$ cat src/rtl/uart_rx.sv
// 8N1 UART receiver (8E1 when UART_RX_PARITY_EN is defined); mid-bit sampling
// driven by a BAUDRATE-cycle counter restarted at every sample point.
module uart_rx #(
  parameter int BAUDRATE = 5208
) (
  input  logic       clk,
  input  logic       rstn,
  input  logic       rx,
  output logic [7:0] data,
  output logic       rcv,
  output logic       busy,
  output logic       ferr,
  output logic       perr
);

  localparam int CW = $clog2(BAUDRATE);
  localparam logic [CW-1:0] C_HALF = CW'(BAUDRATE / 2);
  localparam logic [CW-1:0] C_FULL = CW'(BAUDRATE - 1);
  localparam logic [CW-1:0] C_ONE  = CW'(1);

  typedef enum logic [2:0] {
    S_IDLE,
    S_START,
    S_DATA,
`ifdef UART_RX_PARITY_EN
    S_PARITY,
`endif
    S_STOP,
    S_WAITHI
  } state_t;

`ifdef UART_RX_PARITY_EN
  function automatic logic f_even_parity(input logic [7:0] d);
    return ^d;
  endfunction
`endif

  logic [1:0]    r_sync;
  logic          w_rxs;
  state_t        r_state, w_state_next;
  logic [CW-1:0] r_cnt, w_cnt_next;
  logic [2:0]    r_bit, w_bit_next;
  logic [7:0]    r_shift, w_shift_next;
  logic [7:0]    r_data, w_data_next;
  logic          r_rcv, w_rcv_next;
  logic          r_ferr, w_ferr_next;
  logic          r_perr, w_perr_next;
  logic          r_busy;
`ifdef UART_RX_PARITY_EN
  logic          r_par_bad, w_par_bad_next;
`endif

  assign w_rxs = r_sync[1];
  assign data  = r_data;
  assign rcv   = r_rcv;
  assign busy  = r_busy;
  assign ferr  = r_ferr;
  assign perr  = r_perr;

  // Two-flop synchronizer for the asynchronous serial line (idles high)
  always_ff @(posedge clk or negedge rstn) begin
    if (!rstn) begin
      r_sync <= 2'b11;
    end else begin
      r_sync <= {r_sync[0], rx};
    end
  end

  // Next-state, datapath and output-pulse decode
  always_comb begin
    w_state_next = r_state;
    w_cnt_next   = r_cnt + C_ONE;
    w_bit_next   = r_bit;
    w_shift_next = r_shift;
    w_data_next  = r_data;
    w_rcv_next   = 1'b0;
    w_ferr_next  = 1'b0;
    w_perr_next  = 1'b0;
`ifdef UART_RX_PARITY_EN
    w_par_bad_next = r_par_bad;
`endif
    case (r_state)
      S_IDLE: begin
        w_cnt_next = '0;
        w_bit_next = 3'd0;
`ifdef UART_RX_PARITY_EN
        w_par_bad_next = 1'b0;
`endif
        if (!w_rxs) begin
          w_state_next = S_START;
        end else begin
          w_state_next = S_IDLE;
        end
      end
      S_START: begin
        if (r_cnt == C_HALF) begin
          w_cnt_next   = '0;
          w_state_next = w_rxs ? S_IDLE : S_DATA;
        end else begin
          w_state_next = S_START;
        end
      end
      S_DATA: begin
        if (r_cnt == C_FULL) begin
          w_cnt_next   = '0;
          w_shift_next = {w_rxs, r_shift[7:1]};
          w_bit_next   = r_bit + 3'd1;
          if (r_bit == 3'd7) begin
`ifdef UART_RX_PARITY_EN
            w_state_next = S_PARITY;
`else
            w_state_next = S_STOP;
`endif
          end else begin
            w_state_next = S_DATA;
          end
        end else begin
          w_state_next = S_DATA;
        end
      end
`ifdef UART_RX_PARITY_EN
      S_PARITY: begin
        if (r_cnt == C_FULL) begin
          w_cnt_next     = '0;
          w_par_bad_next = (w_rxs != f_even_parity(r_shift));
          w_state_next   = S_STOP;
        end else begin
          w_state_next = S_PARITY;
        end
      end
`endif
      S_STOP: begin
        if (r_cnt == C_FULL) begin
          w_cnt_next = '0;
          if (w_rxs) begin
            w_data_next  = r_shift;
            w_rcv_next   = 1'b1;
`ifdef UART_RX_PARITY_EN
            w_perr_next  = r_par_bad;
`endif
            w_state_next = S_IDLE;
          end else begin
            w_ferr_next  = 1'b1;
            w_state_next = S_WAITHI;
          end
        end else begin
          w_state_next = S_STOP;
        end
      end
      // A held-low line parks here so a break yields a single framing error
      S_WAITHI: begin
        w_cnt_next = '0;
        if (w_rxs) begin
          w_state_next = S_IDLE;
        end else begin
          w_state_next = S_WAITHI;
        end
      end
      default: begin
        w_cnt_next   = '0;
        w_state_next = S_IDLE;
      end
    endcase
  end

  // State, datapath and registered output update
  always_ff @(posedge clk or negedge rstn) begin
    if (!rstn) begin
      r_state <= S_IDLE;
      r_cnt   <= '0;
      r_bit   <= 3'd0;
      r_shift <= 8'h00;
      r_data  <= 8'h00;
      r_rcv   <= 1'b0;
      r_ferr  <= 1'b0;
      r_perr  <= 1'b0;
      r_busy  <= 1'b0;
`ifdef UART_RX_PARITY_EN
      r_par_bad <= 1'b0;
`endif
    end else begin
      r_state <= w_state_next;
      r_cnt   <= w_cnt_next;
      r_bit   <= w_bit_next;
      r_shift <= w_shift_next;
      r_data  <= w_data_next;
      r_rcv   <= w_rcv_next;
      r_ferr  <= w_ferr_next;
      r_perr  <= w_perr_next;
      r_busy  <= (w_state_next != S_IDLE);
`ifdef UART_RX_PARITY_EN
      r_par_bad <= w_par_bad_next;
`endif
    end
  end

endmodule

$ cat config.mk
export PLATFORM = sky130hd
export DESIGN_NAME = uart_rx
export DESIGN_NICKNAME = d
export VERILOG_FILES = /design/src/rtl/uart_rx.sv
export SDC_FILE = /design/constraint.sdc
export NUM_CORES = 1
export LEC_CHECK = 0
export BUFFER_PORTS_ARGS = -buffer_cell sky130_fd_sc_hd__buf_2
export CAP_MARGIN = 20
export CORE_ASPECT_RATIO = 0.75
export CORE_MARGIN = 8
export CORE_UTILIZATION = 53
export DETAILED_ROUTE_END_ITERATION = 12
export PLACE_DENSITY = 0.72
export SLEW_MARGIN = 5
export SYNTH_ARGS = -nofsm -noshare
export SYNTH_HDL_FRONTEND = slang
export SYNTH_SLANG_ARGS = --single-unit
$ cat constraint.sdc
create_clock -name clk -period 1.8 [get_ports clk]
set_input_delay 0.09 -clock clk [delete_from_list [all_inputs] [get_ports clk]]
set_output_delay 0.09 -clock clk [all_outputs]
set_load 0.01 [all_outputs]
Word level (Yosys, flattened, before mapping). Index checks and enable logic that the tools add are counted.

Flip-flop bits (word level): 40. Output and inout port bits: 12. Bits of input ports: 3.

Add/subtract/negate cells: 2. Reduce and logical (&&, ||, !) cells: 7. Muxes and demuxes: 19. Eq/ne operators: 8.

Operator list (number): $mux 13 (2); $pmux 13 s2 (1); $pmux 3 s5 (1); $add 13x1->13 const B (1); $eq 13x12->1 const B (1); $eq 13x13->1 const B (1); $mux 3 (4); $mux 1 (8); $eq 3x2->1 const B (2); $eq 3x3->1 const B (2); $pmux 3 s2 (1); $mux 2 (2); $reduce_and 2->1 (2); $add 3x1->3 const B (1); $eq 3x1->1 const B (1); $logic_not 3->1 (1); $reduce_and 3->1 (1); $reduce_bool 3->1 (1); $ne 2x2->1 const B (1); $reduce_bool 2->1 (1); $reduce_or 2->1 (1).

Longest topological paths before layout. Gate-level depths: netlist of run 1.

Depth after elaboration: 5. Mapped depth: 7.

Worst setup path before layout of run 1. Ideal clock, no wire load.

Kind: register to register. Start point: reg r_cnt[0]. End point: reg r_data[0] (netlist: data[0]). Required time: 1.675 ns. Clock period less this slack: 1.728 ns. Slack: 0.072 ns. Data arrival time: 1.604 ns. Buffers on the path: 0. Cell stages (with the launch flop): 6. Path through: dfrtp_1 > ha_1 > and4bb_2 > nand4_1 > nor2_4 > mux2_2.

Word-level cells in the longest chain between the ends: 2.

Ends and longest elaborated chain: from (decl) (line 41) `logic [CW-1:0] r_cnt, w_cnt_next;`; from (signal assigned) (line 183) `r_cnt <= w_cnt_next;`; $eq 13x13->1 (line 133) `if (r_cnt == C_FULL) begin`; $reduce_and 3->1 (no line); to (signal assigned) (line 186) `r_data <= w_data_next;`; to (decl) (line 44) `logic [7:0] r_data, w_data_next;`.

No other way between the ends. A chain may end at the register's enable or synchronous reset.

Final worst setup path of run 1.
Start point: reg r_cnt[1]. End point: reg r_data[5] (netlist: data[5]).

The elaborated chain is that of the path after synthesis.

==> results of run 1 <==
registers in the layout, indices dropped and copies added (netlist names):
register and cells:
busy 1, r_bit 3, r_cnt 13, data 8
rcv 1, ferr 1, r_state 3, r_shift 8
r_sync 2
through the flow:
stage | hold WS [ns] | worst slack, ns | utilization [%] | instances
floorplan | -0.206 | 0.0715 | - | 163
global placement | 0.200 | 0.0672 | 63.1 | 228
detailed placement | 0.204 | -0.00163 | 63.1 | 228
CTS | 0.359 | 0.00146 | 66.0 | 237
global route | 0.364 | -0.0616 | 68.7 | 238
finish | 0.354 | 0.00689 | 68.7 | 238
layout make-up:
type	count	area [µm²]	area share [%]
repair buffers	35	268	11.7
multi-input cells	111	875	38.2
flip-flops and latches	40	1000	43.8
clock buffers	7	76.3	3.33
inverters	5	18.8	0.819
well taps	40	50.0	2.18
cells in the mapped netlist (2+ instances only):
cell type and count:
nor4_1 2, nor2_1 15, nand3_1 9, ha_1 4, and4_1 2, nand4_1 6
buf_6 2, o21ai_0 3, xor2_1 6, dfstp_2 2, nor2b_1 3, nor3_1 3
nor4bb_1 2, dfrtp_1 38, nand2_1 14, inv_1 5, mux2_2 16, or3_1 3
and2_1 2, clkbuf_1 3, xnor2_1 5
power by group through the flow:
| stage | sequential (W) | clock (W) | combinational (W) |
|---|---|---|---|
| 2_1_floorplan | 0.000921 | 0 | 0.00000580 |
| 3_3_place_gp | 0.000921 | 0 | 0.0000231 |
| 3_5_place_dp | 0.000922 | 0 | 0.0000244 |
| 4_1_cts | 0.000904 | 0.000572 | 0.0000275 |
| 5_1_grt | 0.000904 | 0.000614 | 0.0000313 |
| 6_report | 0.000904 | 0.000557 | 0.0000262 |
kinds of logic (layout without fill, tap and decap cells):
| group | Yosys count | count (layout) | share of synthesized area, % |
|---|---|---|---|
| and+or+nand+nor | 70 | 70 | 21.7 |
| DFF | 40 | 40 | 53.4 |
| muxes | 17 | 17 | 10.1 |
| buffers and inverters | 12 | 47 | 3.46 |
| xor gates and xnor gates | 11 | 11 | 5.13 |
| AOI/OAI and AO/OA | 8 | 8 | 3.33 |
| adders and majority gates | 4 | 4 | 2.66 |
| other | 1 | 1 | 0.200 |
routing by layer:
metal  GRT usage (%)  wire length, µm
met3            5.70              188
met2            19.8             1620
met5               0                0
met4            3.53               51
met1            17.5             1800
worst paths after layout:
kind,to,slack [ns]
min in group asynchronous,r_cnt[7],0.43
max reg2reg,data[5],0.007
min reg2reg,r_sync[1],0.35
max,data[5],0.007
min,r_sync[1],0.35
max in group asynchronous,data[7],0.83
worst max-delay path, cell delays in order (launching register included):
cell and delay (ns):
dfrtp_1 0.41, ha_2 0.20, and4bb_2 0.27, nand4_1 0.18, nor2_4 0.17, buf_12 0.14
mux2_4 0.30
what timing repair did:
item	in CTS	in global routing
setup endpoints to repair	8	22
buffers inserted	0	1
resized for setup	0	20
gates cloned	0	0
endpoints found under the hold margin	39	0
pin swaps	1	7
hold buffers	2	0
==> impl_metrics.py, run 1 <==
metrics = {
    "run_status": {
        "status": "finished, final reports clean",
    },
    "detailed_routing": {
        "firstDrtPassIters": 4,
        "detail_route.vias_per_cell": 5.65,
        "routedWlPerCell_um": 15.4,
        "drc": 0,
        "first_iter_violations": 68,
        "totalWireLength_um": 3660,
        "routed-via-count": 1344,
        "ant_nets": 0,
    },
    "critical_path": {
        "path_class": "reg -> reg",
        "crit_path_start_kind": "flip-flop",
        "crit_fanout": 8,
        "cp-startpoint": "r_cnt[1]",
        "r2r-start": "r_cnt[1]",
        "worstPathRequired_ns": 1.97,
        "end_kind": "flip-flop",
        "r2r_cells": 6,
        "worstPathArrival_ns": 1.96,
    },
    "synth": {
        "synth_edf_count": 0,
        "synth_top_area_cell": "dfrtp_1",
        "synth.yosys.seq_area_share_pct": 53.4,
        "synthFlopType": "dfrtp_1",
        "synthCells": 163,
        "synthArstFlopShare_pct": 100,
        "netlist_top_cells_area": "dfrtp_1, mux2_2, nor2_1",
        "yosys_warnings": 0,
        "synth_area_um2": 1880,
        "syn_avg_cell_area_um2": 11.5,
        "ys_ff_latch": 40,
        "ys_types": 39,
        "syn_nets": 170,
        "synth_top_area_share_pct": 50.6,
    },
    "power": {
        "p_int_w": 0.00118,
        "power.density_nw_per_um2": 649,
        "vdd.ir_drop.worst_uv": 597,
        "p_seq_share_pct": 60.8,
        "p_sw_share_pct": 21.0,
        "leakagePower_nw": 1.09,
        "p_comb_share_pct": 1.8,
        "finalPower_w": 0.00149,
        "clkPwrFrac_pct": 37.4,
        "power_switching_w": 0.000313,
    },
    "clock_tree": {
        "htreeDepth": 2,
        "cts.clk_slew.worst_paths_ns": 0.07,
        "clk_latency_ns": 0.29,
        "cts_root_buffer": "clkbuf_8",
        "clock-sinks": 40,
        "cts_tree": "yes",
        "clock_path_buffers": 2,
        "cts_buffers": 5,
    },
    "cells_and_area": {
        "n_antenna_cell": 0,
        "fillCellCount": 249,
        "final_common_cell": "dfrtp_1",
        "stdcell_area_um2": 2290,
        "syn2layout_area_growth_pct": 22.0,
        "layout-drive-gt1-share_pct": 35.9,
        "fin_nets": 205,
        "final_cell_mix": "dfrtp_1, buf_4, nand2_1",
    },
    "floorplan": {
        "die_w_um": 84.7,
        "row_count": 18,
        "io_pins": 15,
        "initial_utilization_pct": 56.3,
        "core_area_um2": 3330,
        "dieArea_um2": 5720,
        "die_y_um": 67.6,
    },
    "global_routing": {
        "grt_pass1_vias": 1288,
        "grt_overflow": 0,
        "grt_max_degree": 41,
        "antenna_found_initial": 0,
        "track_usage_pct": 13.3,
        "grt_first_pass_wirelength_um": 5930,
    },
    "sta": {
        "rsz0062_at_grt": "true",
        "fin_crit_sh_pct": 99.6,
        "max_slew_margin_pct": 43.6,
        "max_slew.worst_pin.slew_ns": 0.845,
        "fin_skew_ns": 0.00993,
        "fmaxAchievable_mhz": 558,
        "setup_tns_ns": 0,
        "finalMaxSlewViolations": 0,
        "fin_crit_ns": 1.79,
        "hold_violations": 0,
        "setup_viol": 0,
    },
    "worst_hold_path": {
        "min_path_cells": 0,
        "hp-start": "r_sync[0]",
        "hp-class": "reg -> reg",
    },
    "place": {
        "numPortBuffers": 13,
        "dp_hpwl_um": 2530,
        "gp_congestion": 0.863,
        "placed_area_um2": 2100,
    },
    "flow_run": {
        "maxCapViolations": 0,
    },
}
Power figures use the tool's default switching activity.
==> run 2: changes to the inputs <==
- ABC_AREA: not set -> 1
- PLACE_DENSITY: 0.72 -> 0.71
==> run 2 against run 1 <==
  * Cell area shrank 2.9%
  * Clock power increased by 29%
  * Register-to-register slack improved by 0.13 ns
  * Critical endpoint is now r_cnt[10]
  * Worst hold slack gained 0.0024 ns
  * Non-clock buffer count shrank 19
  * Synthesized cell count grew 56%
  * Critical path type unchanged
  * Largest cell class unchanged
==> impl_metrics.py, run 2 <==
metrics = {
    "synth": {
        "synth_top_area_cell": "dfrtp_1",
        "synth_edf_count": 0,
        "synthFlopType": "dfrtp_1",
        "synthCells": 254,
        "ys_ff_latch": 40,
        "synthArstFlopShare_pct": 100,
        "synth_top_area_share_pct": 47.9,
        "yosys_warnings": 0,
        "synth.yosys.seq_area_share_pct": 50.5,
        "yosys-top-cells-count": "nand2_1, nor2_1, dfrtp_1",
        "syn_avg_cell_area_um2": 7.82,
        "synth.most_common_cell": "nand2_1",
        "ys_types": 24,
        "netlist_top_cells_area": "dfrtp_1, nand2_1, nor2_1",
        "syn_nets": 261,
        "synth_area_um2": 1990,
    },
    "place": {
        "dp_hpwl_um": 2830,
        "gp_congestion": 0.983,
        "placed_area_um2": 2090,
        "numPortBuffers": 13,
    },
    "global_routing": {
        "antenna_found_initial": 0,
        "grt_pass1_vias": 1509,
        "track_usage_pct": 14.7,
        "grt_max_degree": 41,
        "grt_overflow": 0,
        "grt_first_pass_wirelength_um": 6980,
    },
    "floorplan": {
        "core_area_um2": 3640,
        "die_w_um": 86.7,
        "row_count": 19,
        "initial_utilization_pct": 54.6,
        "dieArea_um2": 5980,
        "die_y_um": 69.0,
        "io_pins": 15,
    },
    "power": {
        "finalPower_w": 0.00165,
        "vdd.ir_drop.worst_uv": 585,
        "leakagePower_nw": 1.20,
        "power.density_nw_per_um2": 740,
    },
    "sta": {
        "fin_crit_sh_pct": 92.4,
        "setup_tns_ns": 0,
        "rsz0062_at_grt": "false",
        "fin_crit_ns": 1.66,
        "fin_skew_ns": 0.00965,
        "setup_viol": 0,
        "fmaxAchievable_mhz": 601,
        "finalMaxSlewViolations": 0,
        "hold_violations": 0,
    },
    "detailed_routing": {
        "ant_nets": 0,
        "routedWlPerCell_um": 11.9,
        "first_iter_violations": 111,
        "firstDrtPassIters": 4,
        "detail_route.vias_per_cell": 4.83,
        "totalWireLength_um": 3890,
        "routed-via-count": 1574,
        "drc": 0,
    },
    "cells_and_area": {
        "final_cell_mix": "nand2_1, nor2_1, dfrtp_1",
        "top_register": "r_cnt",
        "largest_reg_flops": 13,
        "final_common_cell": "nand2_1",
        "postLayoutCoreUtil_pct": 61.2,
        "fin_nets": 280,
        "syn2layout_area_growth_pct": 12.0,
        "n_antenna_cell": 0,
        "fillCellCount": 348,
        "stdcell_area_um2": 2220,
        "layout-drive-gt1-share_pct": 13.9,
    },
    "critical_path": {
        "path_common_cell": "o21ai_0",
        "path_class": "reg -> reg",
        "crit_path_start_kind": "flip-flop",
        "end_kind": "flip-flop",
        "r2r-start": "r_cnt[7]",
        "worst_path_max_delay_cell": "dfrtp_1",
        "worstPathArrival_ns": 1.88,
        "r2r-end": "r_cnt[10]",
        "crit_fanout": 6,
        "max_stage_delay_ns": 0.45,
        "worstPathRequired_ns": 2.02,
        "r2r_cells": 6,
        "cp_cell_sequence": "inv_1, nor3_1, nand2_1, o21ai_0, o21ai_0, nor2_1",
        "r2r_setup_slack_ns": 0.14,
    },
    "clock_tree": {
        "cts_tree": "yes",
        "clk_latency_ns": 0.29,
        "cts_buffers": 5,
        "cts_root_buffer": "clkbuf_8",
        "htreeDepth": 2,
        "clock-sinks": 40,
        "clock_path_buffers": 2,
        "cts.clk_slew.worst_paths_ns": 0.07,
    },
    "worst_hold_path": {
        "hp-class": "reg -> reg",
        "hp-start": "r_sync[0]",
        "min_path_cells": 0,
        "hold_end": "r_sync[1]",
    },
    "run_status": {
        "status": "finished, final reports clean",
    },
    "flow_run": {
        "maxCapViolations": 0,
    },
}
==> run 2: changes by cell type after synthesis, moves of 4 or more <==
cell	before	now
nand2_1	14	90
nor2_1	15	39
inv_1	5	28
mux2_2	16	0
o21ai_0	3	8
nand4_1	6	2
xnor2_1	5	1
==> run 2: worst max-delay path by stage <==
stage               startpoint          to  cells after the start
detailed placement    r_cnt[0]    r_bit[1]                      9
global placement      r_cnt[0]  r_shift[4]                      9
global route          r_cnt[0]     data[4]                      9
finish                r_cnt[7]   r_cnt[10]                      6
CTS                   r_cnt[0]  r_shift[4]                      9
floorplan             r_cnt[0]   r_cnt[10]                     10
==> run 2: cell families after synthesis <==
logic type,synth area share (%)
xor gates and xnor gates,2.65
DFF,50.5
buffers and inverters,8.25
adders and majority gates,2.52
AOI/OAI and AO/OA,2.90
and+or+nand+nor,33.0
other,0.189
==> run 2: final cells by class <==
| type | count | area [µm²] | area share, % |
|---|---|---|---|
| well taps | 52 | 65.1 | 2.92 |
| multi-input cells | 177 | 823 | 37.0 |
| flip-flops and latches | 40 | 1000 | 45.1 |
| clock inverters | 3 | 42.5 | 1.91 |
| clock buffers | 5 | 68.8 | 3.09 |
| inverters | 33 | 129 | 5.79 |
| repair buffers | 16 | 92.6 | 4.16 |
==> run 2: power by group <==
part           internal (W)  switching (W)  total [W]
Combinational    0.00000624      0.0000199  0.0000262
Sequential         0.000902     0.00000153   0.000904
Clock              0.000410       0.000306   0.000716
==> run 2: timing repair <==
action	CTS	global route
setup endpoints to repair	0	8
hold buffers	2	0
gates resized for setup	0	2
hold endpoints to repair	39	0
setup buffers	0	0
==> run 2: through the flow <==
step | cells | worst slack, ns | hold WS [ns]
detailed placement | 316 | 0.149 | 0.175
global placement | 316 | 0.177 | 0.172
global route | 326 | 0.00144 | 0.368
CTS | 326 | 0.124 | 0.358
floorplan | 254 | 0.409 | -0.206
finish | 326 | 0.137 | 0.356
==> run 2: critical path: cells and delay by family (launching register included) <==
family	cells	cell delay [ns]
and+or+nand+nor	3	0.70
DFF	1	0.45
AOI/OAI and AO/OA	2	0.27
buffers and inverters	1	0.16
==> run 2: per-layer routing <==
metal / share of wire (%) / vias to the layer above / global-route usage [%]
li1: - / 804 / -
met3: 9.6 / 7 / 4.38
met1: 52 / 714 / 22.4
met5: 0 / - / 0
met2: 37 / 49 / 18.3
met4: 1.6 / 0 / 5.90
